$ cat config.mk
export PLATFORM = sky130hd
export DESIGN_NAME = mc_riscv_core
export DESIGN_NICKNAME = d
export VERILOG_FILES = /design/src/rtl/mc_riscv_core.sv
export SDC_FILE = /design/constraint.sdc
export NUM_CORES = 2
export LEC_CHECK = 0
export CAP_MARGIN = 40
export CORE_MARGIN = 4
export CORE_UTILIZATION = 65
export DETAILED_ROUTE_END_ITERATION = 10
export PLACE_DENSITY = 0.83
export REMOVE_ABC_BUFFERS = 1
export SETUP_SLACK_MARGIN = 0.1
export SYNTH_ARGS = -nofsm -noshare
export SYNTH_HDL_FRONTEND = slang
export SYNTH_SLANG_ARGS = --single-unit
$ cat constraint.sdc
create_clock -name clk -period 9.21 [get_ports clk]
set_input_delay 1.3815 -clock clk [delete_from_list [all_inputs] [get_ports clk]]
set_output_delay 1.3815 -clock clk [all_outputs]
set_load 0.01 [all_outputs]
$ cat src/rtl/mc_riscv_core.sv
// ---------------------------------------------------------------------------
// mc_riscv_core
// Multi-cycle RV32 core (lw, sw, add/sub/and/or/slt, addi/andi/ori/slti,
// beq/bne, jal, lui) with one unified memory port. The port uses a req/ready
// handshake, so the memory may add any number of wait states.
//
// Parameters
//   RESET_PC  PC loaded on reset
//   NREGS     32 (RV32I) or 16 (RV32E) architectural registers
//   TRAP_VEC  trap handler address, used only when MC_CORE_TRAP_EN is defined
//
// Configuration macro
//   MC_CORE_TRAP_EN  undefined: an illegal instruction stops the core in HALT.
//                    defined:   an illegal instruction records trap_epc and
//                               jumps to TRAP_VEC; HALT is never entered.
//
// Ports
//   clk, reset        rising-edge clock, synchronous active-high reset
//   mem_req/mem_we    request and direction, held stable until mem_ready
//   mem_addr          word-aligned access address
//   mem_wdata         store data
//   mem_rdata         read data, taken in the mem_req & mem_ready cycle
//   mem_ready         completes the current access
//   pc, instr         debug view of PC and instruction register
//   halted            core is stopped in HALT
//   trap_epc          PC of the last faulting instruction
// ---------------------------------------------------------------------------
module mc_riscv_core #(
  parameter logic [31:0] RESET_PC = 32'h0000_0000,
  parameter int          NREGS    = 32,
  parameter logic [31:0] TRAP_VEC = 32'h0000_0100
) (
  input  logic        clk,
  input  logic        reset,
  output logic        mem_req,
  output logic        mem_we,
  output logic [31:0] mem_addr,
  output logic [31:0] mem_wdata,
  input  logic [31:0] mem_rdata,
  input  logic        mem_ready,
  output logic [31:0] pc,
  output logic [31:0] instr,
  output logic        halted,
  output logic [31:0] trap_epc
);

  localparam int RW = $clog2(NREGS);

  typedef enum logic [3:0] {
    S_FETCH, S_DECODE, S_MEMADR, S_MEMRD, S_MEMWB, S_MEMWR, S_EXECR,
    S_EXECI, S_ALUWB, S_BRANCH, S_JAL, S_LUI, S_HALT
  } state_e;

  state_e      state_q, state_d;
  logic [31:0] pc_q, pc_d, instr_q, instr_d, old_pc_q, old_pc_d;
  logic [31:0] a_q, a_d, b_q, b_d, alu_out_q, alu_out_d, data_q, data_d;
  logic [31:0] mem_addr_q, mem_addr_d, mem_wdata_q, mem_wdata_d;
  logic [31:0] trap_epc_q, trap_epc_d;
  logic        mem_req_q, mem_req_d, mem_we_q, mem_we_d, halted_q, halted_d;

  logic [31:0] rf_q [NREGS];
  logic        rf_we;
  logic [31:0] rf_wdata;

  // Instruction fields and immediates
  logic [6:0]  opcode, funct7;
  logic [2:0]  funct3;
  logic [4:0]  rs1, rs2, rd;
  logic [31:0] imm_i, imm_s, imm_b, imm_j, imm_u, rs1_val, rs2_val;

  assign opcode = instr_q[6:0];
  assign rd     = instr_q[11:7];
  assign funct3 = instr_q[14:12];
  assign rs1    = instr_q[19:15];
  assign rs2    = instr_q[24:20];
  assign funct7 = instr_q[31:25];
  assign imm_i  = {{20{instr_q[31]}}, instr_q[31:20]};
  assign imm_s  = {{20{instr_q[31]}}, instr_q[31:25], instr_q[11:7]};
  assign imm_b  = {{19{instr_q[31]}}, instr_q[31], instr_q[7], instr_q[30:25],
                   instr_q[11:8], 1'b0};
  assign imm_j  = {{11{instr_q[31]}}, instr_q[31], instr_q[19:12], instr_q[20],
                   instr_q[30:21], 1'b0};
  assign imm_u  = {instr_q[31:12], 12'b0};

  // x0 is hard-wired to zero on the read side; writes to it are dropped below.
  assign rs1_val = (rs1 == 5'd0) ? 32'd0 : rf_q[rs1[RW-1:0]];
  assign rs2_val = (rs2 == 5'd0) ? 32'd0 : rf_q[rs2[RW-1:0]];

  // Decode
  logic alu_f3_ok, is_lw, is_sw, is_r, is_i, is_br, is_jal, is_lui;
  logic uses_rs1, uses_rs2, uses_rd, bad_reg, legal;

  assign alu_f3_ok = (funct3 == 3'b000) || (funct3 == 3'b111) ||
                     (funct3 == 3'b110) || (funct3 == 3'b010);
  assign is_lw  = (opcode == 7'b0000011) && (funct3 == 3'b010);
  assign is_sw  = (opcode == 7'b0100011) && (funct3 == 3'b010);
  assign is_r   = (opcode == 7'b0110011) &&
                  (((funct7 == 7'b0000000) && alu_f3_ok) ||
                   ((funct7 == 7'b0100000) && (funct3 == 3'b000)));
  assign is_i   = (opcode == 7'b0010011) && alu_f3_ok;
  assign is_br  = (opcode == 7'b1100011) && (funct3[2:1] == 2'b00);
  assign is_jal = (opcode == 7'b1101111);
  assign is_lui = (opcode == 7'b0110111);

  // RV32E: only the register fields an encoding actually uses are checked.
  assign uses_rs1 = is_lw | is_sw | is_r | is_i | is_br;
  assign uses_rs2 = is_sw | is_r | is_br;
  assign uses_rd  = is_lw | is_r | is_i | is_jal | is_lui;
  assign bad_reg  = (NREGS < 32) &&
                    ((uses_rs1 && rs1[4]) || (uses_rs2 && rs2[4]) || (uses_rd && rd[4]));
  assign legal    = (uses_rs1 | uses_rd) && !bad_reg;

  function automatic logic [31:0] alu(input logic [31:0] x, input logic [31:0] y,
                                      input logic [2:0] f3, input logic sub);
    case (f3)
      3'b111:  return x & y;
      3'b110:  return x | y;
      3'b010:  return {31'b0, $signed(x) < $signed(y)};
      default: return sub ? x - y : x + y;
    endcase
  endfunction

  // NOTE: every signal assigned in this block gets a default first, so no
  // path through the case statements can infer a latch.
  always_comb begin
    state_d     = state_q;
    pc_d        = pc_q;
    instr_d     = instr_q;
    old_pc_d    = old_pc_q;
    a_d         = a_q;
    b_d         = b_q;
    alu_out_d   = alu_out_q;
    data_d      = data_q;
    halted_d    = halted_q;
    trap_epc_d  = trap_epc_q;
    rf_we       = 1'b0;
    rf_wdata    = 32'd0;

    case (state_q)
      S_FETCH: if (mem_req_q && mem_ready) begin
        instr_d  = mem_rdata;
        old_pc_d = pc_q;
        pc_d     = pc_q + 32'd4;
        state_d  = S_DECODE;
      end
      S_DECODE: begin
        a_d       = rs1_val;
        b_d       = rs2_val;
        alu_out_d = old_pc_q + imm_b;
        if (!legal) begin
`ifdef MC_CORE_TRAP_EN
          trap_epc_d = old_pc_q;
          pc_d       = TRAP_VEC;
          state_d    = S_FETCH;
`else
          halted_d   = 1'b1;
          state_d    = S_HALT;
`endif
        end
        else if (is_lw || is_sw) state_d = S_MEMADR;
        else if (is_r)           state_d = S_EXECR;
        else if (is_i)           state_d = S_EXECI;
        else if (is_br)          state_d = S_BRANCH;
        else if (is_jal)         state_d = S_JAL;
        else                     state_d = S_LUI;
      end
      S_MEMADR: begin
        alu_out_d = a_q + (is_sw ? imm_s : imm_i);
        state_d   = is_sw ? S_MEMWR : S_MEMRD;
      end
      S_MEMRD: if (mem_req_q && mem_ready) begin
        data_d  = mem_rdata;
        state_d = S_MEMWB;
      end
      S_MEMWR: if (mem_req_q && mem_ready) state_d = S_FETCH;
      S_MEMWB: begin
        rf_we    = 1'b1;
        rf_wdata = data_q;
        state_d  = S_FETCH;
      end
      S_EXECR: begin
        alu_out_d = alu(a_q, b_q, funct3, funct7[5]);
        state_d   = S_ALUWB;
      end
      S_EXECI: begin
        alu_out_d = alu(a_q, imm_i, funct3, 1'b0);
        state_d   = S_ALUWB;
      end
      S_ALUWB: begin
        rf_we    = 1'b1;
        rf_wdata = alu_out_q;
        state_d  = S_FETCH;
      end
      S_BRANCH: begin
        // funct3[0] selects bne, which inverts the equality test.
        if ((a_q == b_q) != funct3[0]) pc_d = alu_out_q;
        state_d = S_FETCH;
      end
      S_JAL: begin
        rf_we    = 1'b1;
        rf_wdata = pc_q;
        pc_d     = old_pc_q + imm_j;
        state_d  = S_FETCH;
      end
      S_LUI: begin
        rf_we    = 1'b1;
        rf_wdata = imm_u;
        state_d  = S_FETCH;
      end
      S_HALT:  state_d = S_HALT;
      default: state_d = S_FETCH;
    endcase

    // Memory outputs are registered: they are set up from the state being
    // entered, so they are valid the first cycle of FETCH/MEMRD/MEMWR and,
    // because pc/alu_out/b do not move while waiting, stay stable until ready.
    mem_req_d   = 1'b0;
    mem_we_d    = 1'b0;
    mem_addr_d  = mem_addr_q;
    mem_wdata_d = mem_wdata_q;
    case (state_d)
      S_FETCH: begin
        mem_req_d  = 1'b1;
        mem_addr_d = {pc_d[31:2], 2'b00};
      end
      S_MEMRD: begin
        mem_req_d  = 1'b1;
        mem_addr_d = {alu_out_d[31:2], 2'b00};
      end
      S_MEMWR: begin
        mem_req_d   = 1'b1;
        mem_we_d    = 1'b1;
        mem_addr_d  = {alu_out_d[31:2], 2'b00};
        mem_wdata_d = b_q;
      end
      default: ;
    endcase
  end

  // NOTE: state registers use non-blocking assignments so every flop samples
  // the values computed before this edge.
  always_ff @(posedge clk) begin
    if (reset) begin
      state_q     <= S_FETCH;
      pc_q        <= RESET_PC;
      instr_q     <= '0;
      old_pc_q    <= '0;
      a_q         <= '0;
      b_q         <= '0;
      alu_out_q   <= '0;
      data_q      <= '0;
      mem_req_q   <= 1'b0;
      mem_we_q    <= 1'b0;
      mem_addr_q  <= '0;
      mem_wdata_q <= '0;
      halted_q    <= 1'b0;
      trap_epc_q  <= '0;
    end else begin
      state_q     <= state_d;
      pc_q        <= pc_d;
      instr_q     <= instr_d;
      old_pc_q    <= old_pc_d;
      a_q         <= a_d;
      b_q         <= b_d;
      alu_out_q   <= alu_out_d;
      data_q      <= data_d;
      mem_req_q   <= mem_req_d;
      mem_we_q    <= mem_we_d;
      mem_addr_q  <= mem_addr_d;
      mem_wdata_q <= mem_wdata_d;
      halted_q    <= halted_d;
      trap_epc_q  <= trap_epc_d;
    end
  end

  // NOTE: the register file has no reset, so it maps onto plain RAM/flops
  // without a reset network; software must write a register before reading it.
  always_ff @(posedge clk) begin
    if (rf_we && !reset && (rd != 5'd0)) rf_q[rd[RW-1:0]] <= rf_wdata;
  end

  assign mem_req   = mem_req_q;
  assign mem_we    = mem_we_q;
  assign mem_addr  = mem_addr_q;
  assign mem_wdata = mem_wdata_q;
  assign pc        = pc_q;
  assign instr     = instr_q;
  assign halted    = halted_q;
  assign trap_epc  = trap_epc_q;

endmodule

Yosys cells after proc, flatten, opt, wreduce, memory -nomap -nowiden --
Memory sizes are Yosys's and may differ from the RTL's. A register that Yosys moved wholly into a read port is not among the register bits. Index checks and enable logic that the tools add are counted.
Cells by class: $add $sub $neg 7, magnitude comparators 2, equal/unequal tests 29, multiplexer cells 32, bitwise gates (word level) 14, reductions and logical operators 35
Operators by type and width (number):
- case mux 32 bit (3 select lines) | 3
- case mux 32 bit (4 select lines) | 2
- adder 32 bit | 5
- two-way mux 32 bit | 5
- AND 32 bit | 2
- bitwise OR 32 bit | 2
- case mux 32 bit (2 select lines) | 1
- adder 32 x 3 -> 32 bit, second input constant | 1
- equality test 32 bit | 1
- < comparator 32 x 12 -> 1 bit | 1
- < comparator 32 bit | 1
- subtractor 32 bit | 1
- equality test 7 x 6 -> 1 bit, second input constant | 4
- two-way mux 4 bit | 7
- case mux 4 bit (7 select lines) | 1
- two-way mux 5 bit | 5
- equality test 4 x 3 -> 1 bit, second input constant | 5
- equality test 4 bit, second input constant | 5
- equality test 7 bit, second input constant | 2
- equality test 4 x 2 -> 1 bit, second input constant | 3
- logical AND 1 bit | 10
- zero test 5 bit | 2
- bitwise OR 1 bit | 9
- zero test 4 bit | 2
- 25 further kinds | 39
Word-level totals: register bits after elaboration 295, memory bits (writable) 1024, bits of input ports 35, output and inout bits 163, word-level logic and storage cells 135, memories 1
Memories:
- rf_q | words 32, width 32, rd ports 2, clocked after Yosys merged registers in 2, write ports 1, RTL line 61 | logic [31:0] rf_q [NREGS];

Longest topological paths before layout --
depth after elaboration 17, mapped depth 16, gate-level depth less buffers 16

Worst setup path after synthesis --
Ideal clock, no wire load.
path kind reg2reg, start point reg instr_q[31], in the netlist instr[31], end point reg mem_addr_q[23], in the netlist mem_addr[23], setup time 122 ps, arrival 4802 ps, required time 9088 ps, setup slack 4287 ps, cell stages (with the launch flop) 12, buffers on the path 1, period minus slack after synthesis 4923 ps, cell sequence dfxtp_1 inv_1 ha_1 buf_2 nand2_1 nor4_1 a21boi_2 and3_1 a2111o_1 nor3_1 nor4_1 a221o_1
On the way: word-level cells in the longest chain between the ends 14, elaborated cells between the ends (all ways) 33, classes of those cells 4 x add/sub; 3 x eq/ne; 8 x mux; 10 x bitwise; 8 x reduce/logical
Ends and longest elaborated chain:
- from (decl) | RTL line 55 | logic [31:0] pc_q, pc_d, instr_q, instr_d, old_pc_q, old_pc_d;
- from (signal assigned) | RTL line 261 | instr_q <= instr_d;
- equality test 7 x 6 -> 1 bit / zero test 7 bit (equally long branches) | RTL line 99, 98
- logical AND 1 bit (on tied branches) | RTL line 99, 98
- logical OR 1 bit | RTL line 98 | (((funct7 == 7'b0000000) && alu_f3_ok) ||
- logical AND 1 bit | RTL line 97 | assign is_r = (opcode == 7'b0110011) &&
- bitwise OR 1 bit (4 in a row) | RTL line 108 | assign uses_rd = is_lw | is_r | is_i | is_jal | is_lui;
- bitwise OR 1 bit | RTL line 111 | assign legal = (uses_rs1 | uses_rd) && !bad_reg;
- two-way mux 4 bit | RTL line 150 | if (!legal) begin
- case mux 4 bit (7 select lines) | RTL line 139 | case (state_q)
- equality test 4 x 3 -> 1 bit / equality test 4 x 2 -> 1 bit (equally long branches) | RTL line 221 | case (state_d)
- OR reduction 2 bit (no source line)
- case mux 32 bit (2 select lines) / nonzero test 2 bit (equally long branches)
- to (signal assigned) | RTL line 269 | mem_addr_q <= mem_addr_d;
- to (decl) | RTL line 57 | logic [31:0] mem_addr_q, mem_addr_d, mem_wdata_q, mem_wdata_d;
Parallel ways exist; a longest one is shown, timed or not. The select of a mux whose other input is x is not followed. A chain may end at the register's enable or synchronous reset.

Worst setup path in the final report --
start point reg instr_q[14], in the netlist instr[14], end point reg mem_addr_q[23], in the netlist mem_addr[23]
On the way: word-level cells in the longest chain between the ends 17, elaborated cells between the ends (all ways) 46, classes of those cells 2 x add/sub; 5 x eq/ne; 13 x mux; 9 x bitwise; 17 x reduce/logical
Ends and longest elaborated chain:
- equality test 3 bit / zero test 3 bit (equally long branches) | RTL line 93, 115, 99
- logical OR 1 bit (2 in a row) | RTL line 93 | assign alu_f3_ok = (funct3 == 3'b000) || (funct3 == 3'b111) ||
- logical OR 1 bit | RTL line 94 | (funct3 == 3'b110) || (funct3 == 3'b010);
- logical AND 1 bit | RTL line 98
- logical OR 1 bit | RTL line 98
- logical AND 1 bit | RTL line 97
- bitwise OR 1 bit (4 in a row) | RTL line 108
- bitwise OR 1 bit | RTL line 111
- two-way mux 4 bit | RTL line 150
- case mux 4 bit (7 select lines) | RTL line 139
- equality test 4 x 3 -> 1 bit / equality test 4 x 2 -> 1 bit (equally long branches) | RTL line 221
- OR reduction 2 bit (no source line)
- case mux 32 bit (2 select lines) / nonzero test 2 bit (equally long branches)
Parallel ways exist; a longest one is shown, timed or not. The select of a mux whose other input is x is not followed.

==> qor.yml <==
outcome: "completed"
rows: 122
drv_cap: 0
synth.avg_cell_area_sq_um: 13.3
setup_tns_ns: 0
ctsHoldBuffers: 0
min_period_ns: 5.51
rsz0062_at_grt: "no"
synth-edff-count: 1024
p_int_uw: 10200
io_pins: 198
grt_usage_pct: 46.0
hpwl_um: 162000
relSlewSlack_pct: 7.88
grt_pass1_vias: 54546
cts_tree: "done"
synthArstFlopShare_pct: 0
synthToLayoutAreaGrowth_pct: 11.9
initial_core_util_pct: 65.3
critPathMaxStageDelay_ns: 0.61
whs_endpoint: "halted"
wl_um: 269000
switching_share_pct: 25.4
ys.flop_type: "edfxtp_1"
clk_latency_ns: 0.81
antenna_found_initial: 8
yosysSeqAreaShare_pct: 51.0
cts_root_buf: "clkbuf_16"
synth_cells: 5442
cts_inserted_buffers: 138
grt_max_degree: 141
arrival_ns: 6.18
hold_depth: 2
port_buffers: 163
slew_violations: 0
skew_ns: 0.0662
vias: 55410
min-delay-start: "halted"
worst_setup_path_start_kind: "flip-flop"
wire_per_inst_um: 37.8
clock_path_buffers: 3
seqPwrFrac_pct: 47.9
switchingPower_uw: 3460
timing.final.hold_violations: 0
path_clk_slew_ns: 0.06
crit_buf_inv: 0
crit-reg2reg-launch: "instr[14]"
clock-sinks: 1327
peakVddDrop_uv: 194
ys_types: 112
hold_class: "flip-flop to flip-flop"
worst_slew_pin_slew_ns: 1.38
ant_nets: 0
required_ns: 9.87
post-route-period-util_pct: 59.8
combPwrFrac_pct: 9.6
setup.worst_path.start: "instr[14]"
route.detailed.drc: 0
finalPower_uw: 13600
p_per_area_mw_per_mm2: 168
pwr-share-clk_pct: 42.6
fp.dieW_um: 341
coreArea_sq_mm: 0.111
p_leak_uw: 0.0262
drive_above_1_share_pct: 20.0
fmax_mhz: 181
htree_levels: 4
viasPerCell: 7.77
grt_pass1_wl_um: 385000
worstSetupPathType: "flip-flop to flip-flop"
r2r-end: "mem_addr[23]"
slowest_stage: "or3b_1"
crit_family: "compound AO/OA/AOI/OAI gates"
end_kind: "flip-flop"
cts_resized: 0
die-area_sq_mm: 0.116
overflow: 0
crit_chain: "or3b_1, nor4b_1, nand2_1, mux2_2, ha_1, a211oi_1, o211ai_1, a31oi_1, o21ai_1, a41o_1, a2111o_1, nor3_1, nor4_1, a221o_1"
ff2ff_path_depth: 14
regToRegSetupSlack_ns: 3.70
synth-seq-cells: 1327
cts_setup_buffers: 0
gp_congestion: 1.06
drtIter0Drc: 10011
final_nets: 5806
yosys_warnings: 0
netlist_area_sq_mm: 0.0722
dr.pass1.iters: 10
setup_viol: 0
dieHeight_um: 341
cp_max_fo: 14
-- stage by stage --
| step | setup slack [ns] | cells | cell area [sq um] | utilization [%] | hold WS, ns |
|---|---|---|---|---|---|
| finish | 3.70 | 7131 | 80800 | 73.1 | 0.457 |
| global route | 3.54 | 7129 | 80800 | 73.1 | 0.475 |
| CTS | 3.84 | 7124 | 80700 | 73.0 | 0.455 |
| detailed placement | 3.88 | 6867 | 76100 | 68.8 | 0.448 |
| global placement | 4.08 | 6840 | 75400 | 68.2 | 0.435 |
| floorplan | -2.87 | 5081 | 70600 | - | 0.430 |
-- cell families (layout without fill, tap and decap cells) --
family / after synthesis / in the layout / synth area share (%)
compound gates: 1207 / 1207 / 10.8
flops: 1327 / 1327 / 51.0
fa+ha+maj: 248 / 248 / 4.36
mux: 733 / 733 / 21.3
simple gates: 1204 / 1204 / 7.57
other cells: 1 / 69 / 0.00519
xor+xnor: 134 / 134 / 1.64
buf+inv: 588 / 721 / 3.38
-- per-layer routing --
layer / up-vias / share of wire, % / GRT usage, %
met5: - / 0.016 / 0
li1: 21476 / - / -
met3: 1371 / 15 / 15.2
met1: 26892 / 32 / 58.3
met4: 6 / 7.8 / 28.5
met2: 5665 / 45 / 69.2
-- synthesized netlist by cell type (all sizes together) (40+ instances only) --
library cell	number	area, sq um
edfxtp	1024	30700
mux4	640	14400
a21oi	432	2170
nor2	432	1630
nand2	401	1510
dfxtp	303	6070
clkbuf	256	962
ha	242	3030
o21ai	210	1060
buf	170	871
inv	162	608
o211ai	97	733
mux2i	81	811
xnor2	76	673
nor3	63	337
a22oi	61	458
nand3	58	290
xor2	58	508
a31oi	47	307
o21bai	41	308
nand4	40	250
-- power by group through the flow --
stage	logic (uW)	clock network, uW	registers [uW]
6_report	1300	5790	6520
5_1_grt	1350	6060	6510
4_1_cts	1260	5780	6510
3_5_place_dp	1240	0	6640
3_3_place_gp	1210	0	6630
2_1_floorplan	780	0	6710
-- worst max path at each step --
stage,to,slack [ns],cells past startpoint
2_1_floorplan,a_q[0],-2.87,6
5_1_grt,mem_addr[23],3.54,14
4_1_cts,mem_addr[23],3.84,14
6_report,mem_addr[23],3.70,14
3_5_place_dp,mem_addr[23],3.88,14
3_3_place_gp,mem_addr[21],4.08,12
-- worst min-delay path, stage by stage (launching register included) --
cell and delay [ns]:
dfxtp_1 0.31, inv_1 0.05, a21oi_1 0.05
-- registers in the layout, indices dropped and copies added (netlist names), 4 cells and up, named ones only --
signal,cells
mem_wdata,32
data_q,32
alu_out_q,32
state_q,4
pc,32
rf_q,1024
b_q,32
old_pc_q,32
a_q,32
instr,32
mem_addr,30
-- cell usage in the layout (no fill, tap or decap), types with 41 or more instances in the layout --
cell / instances
xnor2_1: 75
conb_1: 66
edfxtp_1: 1024
nor3_1: 56
dfxtp_1: 289
o21bai_1: 41
o211ai_1: 96
xor2_1: 58
a22oi_1: 61
ha_1: 242
o21ai_0: 190
clkbuf_16: 141
mux4_2: 640
mux2i_1: 81
a21oi_1: 430
nand2_1: 398
clkdlybuf4s50_1: 162
nor2_1: 394
buf_4: 103
inv_1: 162
nand3_1: 58
a31oi_1: 45
-- layout make-up --
type	instances	area [sq um]
Sequential cell	1327	36900
Multi-Input combinational cell	3592	33600
Fill cell	6651	29700
Clock buffer	178	3720
Timing Repair Buffer	302	3270
Tap cell	1488	1860
Clock inverter	79	915
Inverter	162	608
Antenna cell	3	7.51
(Power assumes the default switching activity.)
